## src/rtl/fp_divider_seq.sv

```systemverilog
// Sequential 12-bit float divider: restoring mantissa division, one quotient bit per clock,
// followed by a single normalise/exponent cycle. Start/done handshake, results held until next done.
module fp_divider_seq #(
  parameter int EXP_W = 4,
  parameter int MAN_W = 7,
  parameter int BIAS  = 7
) (
  input  logic                   clk,
  input  logic                   rst_n,
  input  logic                   start,
  input  logic [EXP_W+MAN_W:0]   X,
  input  logic [EXP_W+MAN_W:0]   Y,
  output logic                   busy,
  output logic                   done,
  output logic [EXP_W+MAN_W:0]   Z,
  output logic                   OF,
  output logic                   UF
);

  localparam int W        = 1 + EXP_W + MAN_W;
  localparam int MW       = MAN_W + 1;
  localparam int QW       = MAN_W + 2;
  localparam int EW       = EXP_W + 2;
  localparam int CW       = $clog2(MAN_W + 2);
  localparam int CNT_INIT = MAN_W + 1;

  typedef enum logic [1:0] {S_IDLE, S_DIV, S_NORM} state_t;

  state_t              r_state;
  state_t              w_next;
  logic                w_capture;

  logic                r_zs;
  logic [EXP_W-1:0]    r_xe;
  logic [EXP_W-1:0]    r_ye;
  logic [MW-1:0]       r_ym;
  logic [QW-1:0]       r_r;
  logic [QW-1:0]       r_q;
  logic [CW-1:0]       r_cnt;
  logic                r_busy;
  logic                r_done;
  logic [W-1:0]        r_z;
  logic                r_of;
  logic                r_uf;

  logic                w_ge;
  logic [QW-1:0]       w_rem;
  logic                w_adj;
  logic [MAN_W-1:0]    w_zm;
  logic signed [EW-1:0] w_e;
  logic                w_of;
  logic                w_uf;

  // Quotient is in [2^(QW-2), 2^QW); drop the implicit one from whichever bit leads (truncating).
  function automatic logic [MAN_W-1:0] f_man(input logic [QW-1:0] q);
    return q[QW-1] ? q[QW-2:1] : q[QW-3:0];
  endfunction

  function automatic logic signed [EW-1:0] f_exp(input logic [EXP_W-1:0] xe,
                                                 input logic [EXP_W-1:0] ye,
                                                 input logic             adj);
    logic signed [EW-1:0] bias_s;
    logic signed [EW-1:0] adj_s;
    bias_s = EW'(BIAS);
    adj_s  = {{(EW-1){1'b0}}, adj};
    return $signed({2'b00, xe}) - $signed({2'b00, ye}) + bias_s - adj_s;
  endfunction

  always_ff @(posedge clk or negedge rst_n) begin
    if (!rst_n) r_state <= S_IDLE;
    else        r_state <= w_next;
  end

  always_comb begin
    w_next    = r_state;
    w_capture = 1'b0;
    case (r_state)
      S_IDLE: if (start) begin
        w_next    = S_DIV;
        w_capture = 1'b1;
      end
      S_DIV:  if (r_cnt == '0) w_next = S_NORM;
      S_NORM: w_next = S_IDLE;
      default: w_next = S_IDLE;
    endcase
  end

  assign w_ge  = (r_r >= {1'b0, r_ym});
  assign w_rem = w_ge ? (r_r - {1'b0, r_ym}) : r_r;
  assign w_adj = ~r_q[QW-1];
  assign w_zm  = f_man(r_q);
  assign w_e   = f_exp(r_xe, r_ye, w_adj);
  assign w_uf  = w_e[EW-1];
  // Non-negative exponent overflows when any bit above the field is set.
  assign w_of  = ~w_e[EW-1] & (|w_e[EW-2:EXP_W]);

  always_ff @(posedge clk or negedge rst_n) begin
    if (!rst_n) begin
      r_zs   <= 1'b0;
      r_xe   <= '0;
      r_ye   <= '0;
      r_ym   <= '0;
      r_r    <= '0;
      r_q    <= '0;
      r_cnt  <= '0;
      r_busy <= 1'b0;
      r_done <= 1'b0;
      r_z    <= '0;
      r_of   <= 1'b0;
      r_uf   <= 1'b0;
    end else begin
      r_done <= 1'b0;
      if (w_capture) begin
        r_zs   <= X[W-1] ^ Y[W-1];
        r_xe   <= X[W-2:MAN_W];
        r_ye   <= Y[W-2:MAN_W];
        r_ym   <= {1'b1, Y[MAN_W-1:0]};
        r_r    <= {2'b01, X[MAN_W-1:0]};
        r_q    <= '0;
        r_cnt  <= CW'(CNT_INIT);
        r_busy <= 1'b1;
      end else if (r_state == S_DIV) begin
        r_q   <= {r_q[QW-2:0], w_ge};
        r_r   <= {w_rem[QW-2:0], 1'b0};
        r_cnt <= r_cnt - 1'b1;
      end else if (r_state == S_NORM) begin
        r_z    <= {r_zs, w_e[EXP_W-1:0], w_zm};
        r_of   <= w_of;
        r_uf   <= w_uf;
        r_done <= 1'b1;
        r_busy <= 1'b0;
      end
    end
  end

  assign busy = r_busy;
  assign done = r_done;
  assign Z    = r_z;
  assign OF   = r_of;
  assign UF   = r_uf;

endmodule

```

## config.mk

```make
export PLATFORM = sky130hd
export DESIGN_NAME = fp_divider_seq
export DESIGN_NICKNAME = d
export VERILOG_FILES = /design/src/rtl/fp_divider_seq.sv
export SDC_FILE = /design/constraint.sdc
export NUM_CORES = 1
export LEC_CHECK = 0
export CORE_AREA = 3 3 91 93
export CTS_CLUSTER_DIAMETER = 30
export DETAILED_ROUTE_END_ITERATION = 10
export DIE_AREA = 0 0 94 96
export GPL_TIMING_DRIVEN = 0
export SLEW_MARGIN = 30
export SYNTH_ARGS = -nofsm -noshare
export SYNTH_HDL_FRONTEND = slang
export SYNTH_SLANG_ARGS = --single-unit
export TNS_END_PERCENT = 30
```

## constraint.sdc

```tcl
create_clock -name clk -period 6.3 [get_ports clk]
set_input_delay 1.26 -clock clk [delete_from_list [all_inputs] [get_ports clk]]
set_output_delay 1.26 -clock clk [all_outputs]
set_load 0.05 [all_outputs]
```

Word-level counts from Yosys, hierarchy flattened. Index checks and enable logic that the tools add are counted.

Output and inout port bits: 16. Register bits after elaboration: 57. Input bits: 27. Word-level logic and storage cells: 56.

Add/subtract/negate cells: 5. Reduce and logical (&&, ||, !) cells: 7. Equality and inequality tests: 5. Bitwise logic cells: 6. Muxes and demuxes: 19. Magnitude comparators: 1.

Operators with widths (number): two-way mux 9 bit (4); greater-or-equal comparator 9 x 8 -> 1 bit (1); two-way mux 1 bit (8); two-way mux 4 bit (2); two-way mux 8 bit (1); subtractor 8 bit (1); two-way mux 7 bit (1); adder 5 x 4 -> 6 bit, second input constant (1); != test 2 bit, second input constant (3); subtractor 6 x 2 -> 6 bit (1); subtractor 4 x 4 -> 5 bit (1); logical NOT 4 bit (1); two-way mux 2 bit (2); NOT 1 bit (4); case mux 2 bit (2 select lines) (1); AND reduction 2 bit (2); nonzero test 2 bit (2); subtractor 4 x 1 -> 4 bit, second input constant (1); AND reduction 3 bit (1); equality test 2 x 1 -> 1 bit, second input constant (1); equality test 2 bit, second input constant (1); logical NOT 2 bit (1); bitwise AND 1 bit (1); bitwise XOR 1 bit (1).

Depth between registers and ports, before layout. Gate-level depths: netlist (run 1).

Depth after elaboration: 5. Mapped depth: 11. Depth with buffers taken out: 11.

Worst setup path after synthesis (run 1). No wires, ideal clock.

Path type: register -> register. Start: register r_xe[0]. End: register r_of, in the netlist OF. Buffers on the path: 0. Data required time: 6220 ps. Period minus slack after synthesis: 2300 ps. Slack: 4000 ps. Arrival: 2220 ps. Stages on the path, launching flop included: 12. Library setup time: 80 ps. Path through: dfrtp_1 > inv_1 > ha_1 > inv_1 > fa_1 > inv_1 > ha_1 > inv_1 > fa_1 > nor4_1 > o21ai_1 > a2bb2oi_1.

Longest elaborated chain between the ends: 5.

RTL lines: start: declaration (RTL line 34) `logic [EXP_W-1:0] r_xe;`; start signal: assignment (RTL line 115) `r_xe <= X[W-2:MAN_W];`; subtractor 4 x 4 -> 5 bit (*) (RTL line 66) `return $signed({2'b00, xe}) - $signed({2'b00, ye}) + bias_s - adj_s;`; adder 5 x 4 -> 6 bit (*) (RTL line 66); subtractor 6 x 2 -> 6 bit (*) (RTL line 66); NOT 1 bit (RTL line 95) `assign w_of = ~w_e[EW-1] & (|w_e[EW-2:EXP_W]);`; bitwise AND 1 bit (*) (RTL line 95); end signal: assignment (RTL line 128) `r_of <= w_of;`; end: declaration (RTL line 43) `logic r_of;`.

Mark *: on every way between the ends. The rest lies on a longest branch, timed or not. A chain may end at the register's enable or synchronous reset.

Worst setup path in the final report (run 1).
Start: register r_busy, in the netlist busy. End: output busy.

RTL lines: start: declaration (RTL line 40) `logic r_busy;`; start signal: assignment (RTL line 106) `r_busy <= 1'b0;`; start signal: assignment (RTL line 121) `r_busy <= 1'b1;`; start signal: assignment (RTL line 131) `r_busy <= 1'b0;`; end: declaration (RTL line 13) `output logic busy,`.

No word-level cell between the ends.

==> flow_summary.toml, run 1 <==
[critical_path]
path_delay_family = "buffers and inverters"
cp_num_buf_inv = 1
critPathRequiredTime_ps = 5040
end_kind = "output pin"
crit_fanout = 2
crit_chain = "clkdlybuf4s50_1"
crit_path_start_kind = "flip-flop"
critPathSlowestCell = "clkdlybuf4s50_1"
worst_path_largest_cell_delay_ps = 820
criticalPathCategory = "flip-flop to output pin"
r2r_start = "r_xe[0]"
cp-startpoint = "busy"
arrival_ps = 1520
ff2ff_setup_slack_ps = 3820

[power]
leakagePower_nw = 1.71
p_sw_share_pct = 45.1
intPower_mw = 1.35
p_comb_share_pct = 59.6
vdd_drop_max_v = 0.000269
power_density_nw_per_um2 = 654
power.total_mw = 2.47
p_sw_mw = 1.11
clkPwrFrac_pct = 14.0
p_seq_share_pct = 26.5

[die]
start_util_pct = 39.6
die-area_um2 = 9020
die_y_um = 96
die_w_um = 94
core_area_um2 = 7610
rows = 32
pin_count = 43

[layout]
antenna_cells = 0
fin_cells = 467
syn_to_final_growth_pct = 25.2
finish.utilization_pct = 49.6
nets = 407
nFillCells = 743
postLayoutCellArea_um2 = 3770
drive_gt1_share_pct = 10.4

[sta]
max_freq_ghz = 0.359
postLayoutSetupSlackWorst_ps = 3520
min_period_ps = 2780
tns_ps = 0
tightestPinTransition_ps = 588
finClkSkew_ps = 12.3
finalSetupViolCount = 0
slew_viol_final = 0
hold_viol_final = 0
rsz0062_at_grt = "no"
max_slew_margin_pct = 60.8
hold-worst-slack_ps = 450
final.period_utilization_pct = 44.2

[min_path]
min_from = "r_ym[7]"
hold_path_class = "flip-flop to flip-flop"

[synthesis]
synth_edf_count = 0
ys_warn_count = 0
synth-seq-area-share_pct = 47.3
syn-num-nets = 353
async_flop_share_pct = 100
ys_ff_latch = 57
synth_cells = 306
syn_area_um2 = 3010
syn_area_per_cell_um2 = 9.85
synth.distinct_cells = 51
synth_flop_cell = "dfrtp_1"

[placed_design]
placed_cells = 451
place_ws_ps = 3240
gp_congestion = 0.803
hpwl_um = 4870
io_buffers = 42
place_area_um2 = 3580

[cts]
cts_resized = 0
cts_buffer_depth = 2
hold_buffers = 0
numCtsBuffers = 9
clk_pin_slew_ps = 60
htreeDepth = 3
cts_tree = "done"
clkSinkCount = 57
clock_latency_ps = 340
root_buffer = "clkbuf_8"
cts_setup_buffers = 0

[detailed_routing]
wl_per_cell_um = 14.0
drc = 0
drtIter0Drc = 67
via_per_inst = 4.96
vias = 2317
wl_um = 6550
drtAntennaViolNets = 0
first_pass_iters = 4

[grt]
grt_pass1_vias = 2352
grt_max_degree = 35
antenna_found_initial = 0
overflow = 0
track_usage_pct = 16.3
grt_pass1_wl_um = 11300

[flow_run]
max_cap_violations = 0

[status]
status = "completed"
[cell usage after synthesis, drive strengths merged, types with 2 or more instances]
cell type  instances  share of area, %
a21o               5               1.2
a21oi             17               2.9
a22o               8               2.3
a22oi              2              0.50
a31oi              3              0.62
buf                8               1.7
clkbuf             6              0.75
dfrtp             57                47
fa                 3               2.0
ha                17               7.1
inv               24               3.0
mux2               5               2.0
mux2i             11               3.7
nand2             47               5.9
nand2b             3              0.62
nand3              2              0.50
nor2              15               1.9
nor2b              3              0.62
nor3               4              0.66
nor4               2              0.62
o21ai             32               5.6
o22ai              5               1.0
or2                3              0.62
xnor2              5               1.5
xor2               3              0.87
[layer usage]
layer	share of wire, %	vias up	global-route usage [%]
met3	4.3	6	3.99
li1	-	1166	-
met5	0	-	0
met1	49	1102	21.8
met4	1.2	0	6.14
met2	45	43	25.8
[layout make-up]
type | instances | area [um^2] | share of cell area [%]
buffer | 14 | 72.6 | 1.92
clock buffer | 10 | 128 | 3.38
clock inverter | 6 | 67.6 | 1.79
inverter | 24 | 90.1 | 2.39
multi-input combinational | 211 | 1430 | 37.8
sequential | 57 | 1430 | 37.8
tap | 102 | 128 | 3.38
timing repair buffer | 43 | 438 | 11.6
[power groups by stage]
stage	registers (mW)	clock network, mW	logic, mW
global placement	0.655	0	1.46
finish	0.653	0.344	1.47
detailed placement	0.660	0	1.48
global route	0.679	0.371	1.67
floorplan	0.805	0	0.977
CTS	0.654	0.353	1.49
[cell families after synthesis]
kind of cell	share of synthesized area, %
fa+ha+maj	9.05
xor+xnor	2.32
simple gates	12.9
buf+inv	5.40
flops	47.3
mux	5.65
compound gates	17.4
[flip-flops by register name (all words and copies together), names as in the netlist, 2 cells and up]
| signal | flops |
|---|---|
| Z | 12 |
| r_cnt | 4 |
| r_q | 9 |
| r_r | 9 |
| r_state | 2 |
| r_xe | 4 |
| r_ye | 4 |
| r_ym | 8 |
[placed cells by master, fill, tap and decap left out, types with 4 or more instances in the layout]
| cell | count |
|---|---|
| o21ai_0 | 21 |
| nor2_1 | 15 |
| clkdlybuf4s50_1 | 41 |
| inv_1 | 24 |
| mux2_2 | 4 |
| xnor2_1 | 5 |
| o22ai_1 | 5 |
| nand2_1 | 47 |
| ha_1 | 17 |
| a21o_1 | 5 |
| o21ai_1 | 9 |
| nor3_1 | 4 |
| buf_2 | 4 |
| a21oi_1 | 16 |
| a22o_1 | 8 |
| mux2i_1 | 11 |
| clkbuf_1 | 7 |
| dfrtp_1 | 57 |
| clkbuf_8 | 9 |
[worst paths after layout]
kind                       endpoint  cells past startpoint
min in group asynchronous   r_xe[1]                      1
hold reg to reg             r_ym[7]                      2
hold / removal              r_ym[7]                      2
max in group asynchronous  r_cnt[0]                      2
setup / recovery               busy                      1
setup reg to reg                 OF                     11
[worst min-delay path, stage by stage, from the launching register on]
cell     delay, ps
dfrtp_1        320
inv_1           50
nand2_1         50
Note: power is estimated with default switching activity, not from simulation.
==> run 2, diff against run 1 <==
==> constraint.sdc (replaced) <==
create_clock -name clk -period 2.6 [get_ports clk]
set_input_delay 0.52 -clock clk [delete_from_list [all_inputs] [get_ports clk]]
set_output_delay 0.52 -clock clk [all_outputs]
set_load 0.05 [all_outputs]
==> flow_summary.toml, run 2 (synthesis results as in run 1) <==
[detailed_routing]
drc = 0
vias = 2313
drtIter0Drc = 69
dr_wl_met3_um = 273
highest_layer = "met4"
drt-met1-wl_um = 3220
drtAntennaViolNets = 0
wl_um = 6560
via_per_inst = 4.95
first_pass_iters = 4
wl_per_cell_um = 14.0
met2_length_um = 2980

[power]
power_density_nw_per_um2 = 1590
power.total_mw = 6.00
vdd_drop_max_v = 0.000651
leakagePower_nw = 1.72

[sta]
hold_viol_final = 0
tightestPinTransition_ps = 582
rsz0062_at_grt = "no"
final.period_utilization_pct = 93.1
min_period_ps = 2420
finalSetupViolCount = 0
tns_ps = 0
max_freq_ghz = 0.413
slew_viol_final = 0
finClkSkew_ps = 12.8
max_slew_margin_pct = 61.2

[grt]
track_usage_pct = 16.3
antenna_found_initial = 0
grt_max_degree = 35
overflow = 0
grt_pass1_wl_um = 11300
grt_pass1_vias = 2352

[layout]
nets = 407
antenna_cells = 0
final_common_cell = "dfrtp_1"
postLayoutCellArea_um2 = 3780
fin_cells = 467
syn_to_final_growth_pct = 25.5
drive_gt1_share_pct = 10.7
final_cell_mix = "dfrtp_1 (57), nand2_1 (47), clkdlybuf4s50_1 (41), inv_1 (24), o21ai_0 (21)"
largest_register_ffs = 12
nFillCells = 741

[cts]
cts_buffer_depth = 2
htreeDepth = 3
cts_tree = "done"
clkSinkCount = 57
clock_latency_ps = 340
cts_setup_buffers = 0
numCtsBuffers = 9
root_buffer = "clkbuf_8"
hold_buffers = 0
clk_pin_slew_ps = 80

[flow_run]
max_cap_violations = 0

[placed_design]
gp_congestion = 0.803
place_area_um2 = 3580
hpwl_um = 4870
io_buffers = 42
placed_cells = 451

[critical_path]
arrival_ps = 2680
critPathRequiredTime_ps = 2860
crit_path_start_kind = "flip-flop"
end_kind = "flip-flop"
criticalPathCategory = "flip-flop to flip-flop"
crit_fanout = 3

[die]
start_util_pct = 39.6
core_area_um2 = 7610
rows = 32
die-area_um2 = 9020
die_y_um = 96
pin_count = 43
die_w_um = 94

[min_path]
hold_path_class = "primary input to asynchronous set/reset pin"

[status]
status = "completed"
run 2: cell type report:
| cell class | count | area, um^2 | area share (%) |
|---|---|---|---|
| Buffer | 14 | 72.6 | 1.92 |
| Clock buffer | 10 | 128 | 3.37 |
| Clock inverter | 6 | 67.6 | 1.79 |
| Inverter | 24 | 90.1 | 2.38 |
| Multi-Input combinational cell | 211 | 1430 | 37.9 |
| Sequential cell | 57 | 1430 | 37.7 |
| Tap cell | 102 | 128 | 3.37 |
| Timing Repair Buffer | 43 | 438 | 11.6 |
run 2: power by group:
part           leakage (nW)  switching (mW)  internal [mW]  total, mW
clock network        0.0929           0.388          0.446      0.834
logic                 0.929            2.05           1.54       3.58
registers             0.694           0.274           1.31       1.58
total                  1.72            2.71           3.29       6.00
run 2: critical path: stages, from the launching register on:
cell       delay [ps]
dfrtp_1           370
inv_1              90
ha_1              150
inv_1              60
fa_1              410
xor2_2            240
inv_1              80
ha_1              290
a21o_1            160
nor4_1            270
o21ai_1            90
a2bb2oi_1         140
run 2: per-layer routing:
layer | up-vias | GRT usage [%]
met2 | 39 | 25.8
li1 | 1165 | -
met3 | 6 | 3.99
met5 | - | 0
met1 | 1103 | 21.8
met4 | 0 | 6.14
run 2: through the flow:
step | util, % | worst slack (ps) | hold WS, ps
after CTS | 49.6 | 86.5 | 71.0
after global placement | 46.8 | -819 | 438
after global routing | 49.7 | 19.7 | 78.1
after floorplan | - | 300 | 224
after detailed placement | 47.1 | 112 | 444
final | 49.7 | 180 | 71.5
run 2: path summary, 6_finish.rpt:
path                               from  endpoint  slack [ps]  depth (start not counted)
max in group asynchronous         rst_n  r_cnt[0]        2030                          2
worst min register to register  r_ym[7]   r_ym[7]         450                          2
worst max-delay path            r_xe[0]        OF         180                         11
min in group clk                r_ym[7]   r_ym[7]         450                          2
worst min-delay path              rst_n   r_ye[2]          70                          1
worst max register to register  r_xe[0]        OF         180                         11
run 2: timing repair:
action | in CTS | in global routing
hold endpoints to repair | 0 | 0
endpoints found under the setup margin | 0 | 1
gates resized for setup | 0 | 1
==> RTL edit (settings of run 2) <==
Change the parameter `EXP_W` from 4 to 5.
--- a/src/rtl/fp_divider_seq.sv
+++ b/src/rtl/fp_divider_seq.sv
@@ -1,7 +1,7 @@
 // Sequential 12-bit float divider: restoring mantissa division, one quotient bit per clock,
 // followed by a single normalise/exponent cycle. Start/done handshake, results held until next done.
 module fp_divider_seq #(
-  parameter int EXP_W = 4,
+  parameter int EXP_W = 5,
   parameter int MAN_W = 7,
   parameter int BIAS  = 7
 ) (
Interface: changed (resized X, Y and Z); port bits go from 43 to 46. No check against the original RTL was run, so the function may have changed too.
==> RTL edit against run 2 <==
Global-route usage is 0.26 points higher. Clock skew fell by 0.0053 ns. Worst setup slack worse by 0.072 ns. Final area rose by 5.2%. Hold slack got worse by 0.0044 ns. Synthesized area grew 3.3%. Sequential cell count grew 3. Wire length rose by 2.9%. Critical path depth unchanged. Via count increased by 5.9%. Critical endpoint unchanged.
Power is left out: the tool's default activity adds up to more than one toggle a clock period on the data nets, which glitch-free logic cannot reach.
==> RTL edit: results (changes against run 2) <==
crit path max-delay cell type fa_2 (was fa_1); average cell area after synthesis 9.64 um2 (was 9.85 um2); post-synthesis mux area share 0.0390 (was 0.0565); Area Growth Syn to Fin 27.8% (was 25.5%); CTS root buf clkbuf_8 (unchanged); total number of vias 2,449 (was 2,313); fraction of layout cells with a size suffix above 1 0.110 (was 0.107); Max-slew headroom 0.450 (was 0.612); delay-heaviest family, CP adder cells (unchanged); first-pass GRT wire length 11,600 um (was 11,300 um); adder-cell share of the synthesized area 0.0916 (was 0.0905); Seq/Total Area, Yosys 0.482 (was 0.473); outcome finished clean (unchanged); CTS clk-pin slew, worst paths 0.07 ns; clk_lat worst skew 0.34 ns (about the same); Post-synth top flop dfrtp_1 (unchanged); Vias/cell 4.96 (was 4.95); Top Layer Used met4 (unchanged); Netlist cell types 43 (was 51); Met1 Wirelength 3050 um (was 3220 um); initial drt markers 73 (was 69); routability cong. 0.835 (was 0.803); Post-synth ARST share 1.00 (unchanged); All-Layer GR Usage 0.166 (was 0.163); Num CTS Buffers 9 (unchanged); Placed Instance Area 3710 um2 (was 3580 um2); post-synthesis xor/xnor area fraction 0.0402 (was 0.0232); Post CTS Setup Buffer Count 3 (was 0); layout filler cell count 729 (was 741); worst stage delay on the critical path 0.54 ns (was 0.41 ns); top post-synthesis cells by area dfrtp_1 (48%), ha_1 (7.2%), nand2_1 (6.6%) (was dfrtp_1 (47%), ha_1 (7.1%), nand2_1 (5.9%)); max reg flops 13 (was 12); # diodes 0 (unchanged); largest net degree at the start of global routing 39 (was 35); DP HPWL 4940 um (was 4870 um); port bufs 45 (was 42); vias in the first global route 2,466 (was 2,352); routed wl met2 3250 um (was 2980 um); Synth Area in Compound Gates 0.157 (was 0.174); crit-path max FO 2 (was 3); Tightest Hold Check Type primary input to asynchronous set/reset pin (unchanged); placed cells 471 (was 451); CTS resizes 6 (was 0); Synth Net Count 373 (was 353); CP arrival 2.77 ns (was 2.68 ns); H-tree depth reported by CTS 3 (unchanged); routed len/inst 13.7 um (was 14.0 um); Setup Skew 0.00743 ns (was 0.0128 ns); final net count 437 (was 407); routed wl met3 309 um (was 273 um); top cell types by occurrence after synthesis dfrtp_1 (60), nand2_1 (55), o21ai_0 (30), inv_1 (26) (was dfrtp_1 (57), nand2_1 (47), inv_1 (24), o21ai_0 (21), ha_1 (17))
==> RTL edit: changes by cell type after synthesis, moves of 4 or more <==
cell	before	now
clkbuf_1	6	10
o21ai_0	21	30
nor2_1	15	21
o22ai_1	5	1
a21oi_1	16	21
nand2_1	47	55
o21ai_1	9	1
==> RTL edit: path summary, 6_finish.rpt <==
path                       startpoint  endpoint  slack [ns]  cells after the start
max                           r_xe[0]        OF        0.11                     11
min in group clk              r_ym[7]   r_ym[7]        0.46                      2
max reg2reg                   r_xe[0]        OF        0.11                     11
min                             rst_n   r_ye[2]        0.07                      1
min reg2reg                   r_ym[7]   r_ym[7]        0.46                      2
max in group asynchronous       rst_n  r_cnt[1]        2.02                      2
==> RTL edit: final cells by class <==
| class | instances | area share |
|---|---|---|
| Multi-Input combinational cell | 224 | 0.372 |
| Tap cell | 102 | 0.0321 |
| Clock buffer | 12 | 0.0365 |
| Sequential cell | 60 | 0.377 |
| Inverter | 27 | 0.0255 |
| Buffer | 12 | 0.0135 |
| Clock inverter | 4 | 0.0123 |
| Timing Repair Buffer | 53 | 0.131 |
==> RTL edit: routing by layer <==
layer  vias to the layer above  track usage
met3                        16       0.0516
met4                         0       0.0602
met5                         -            0
li1                       1224            -
met1                      1159        0.208
met2                        50        0.271
==> RTL edit: logic make-up (layout without fill, tap and decap cells) <==
family,after synthesis,in the layout
mux,12,12
xor+xnor,11,11
simple gates,100,100
compound gates,80,80
buf+inv,39,108
fa+ha+maj,21,21
flops,60,60
==> RTL edit: through the flow <==
step / TNS, ns / setup WS (ns)
finish: 0 / 0.108
global placement: -58.27 / -0.975
global route: -0.00370 / -0.00370
detailed placement: -0.108 / -0.108
CTS: 0 / 0.00527
floorplan: 0 / 0.0747
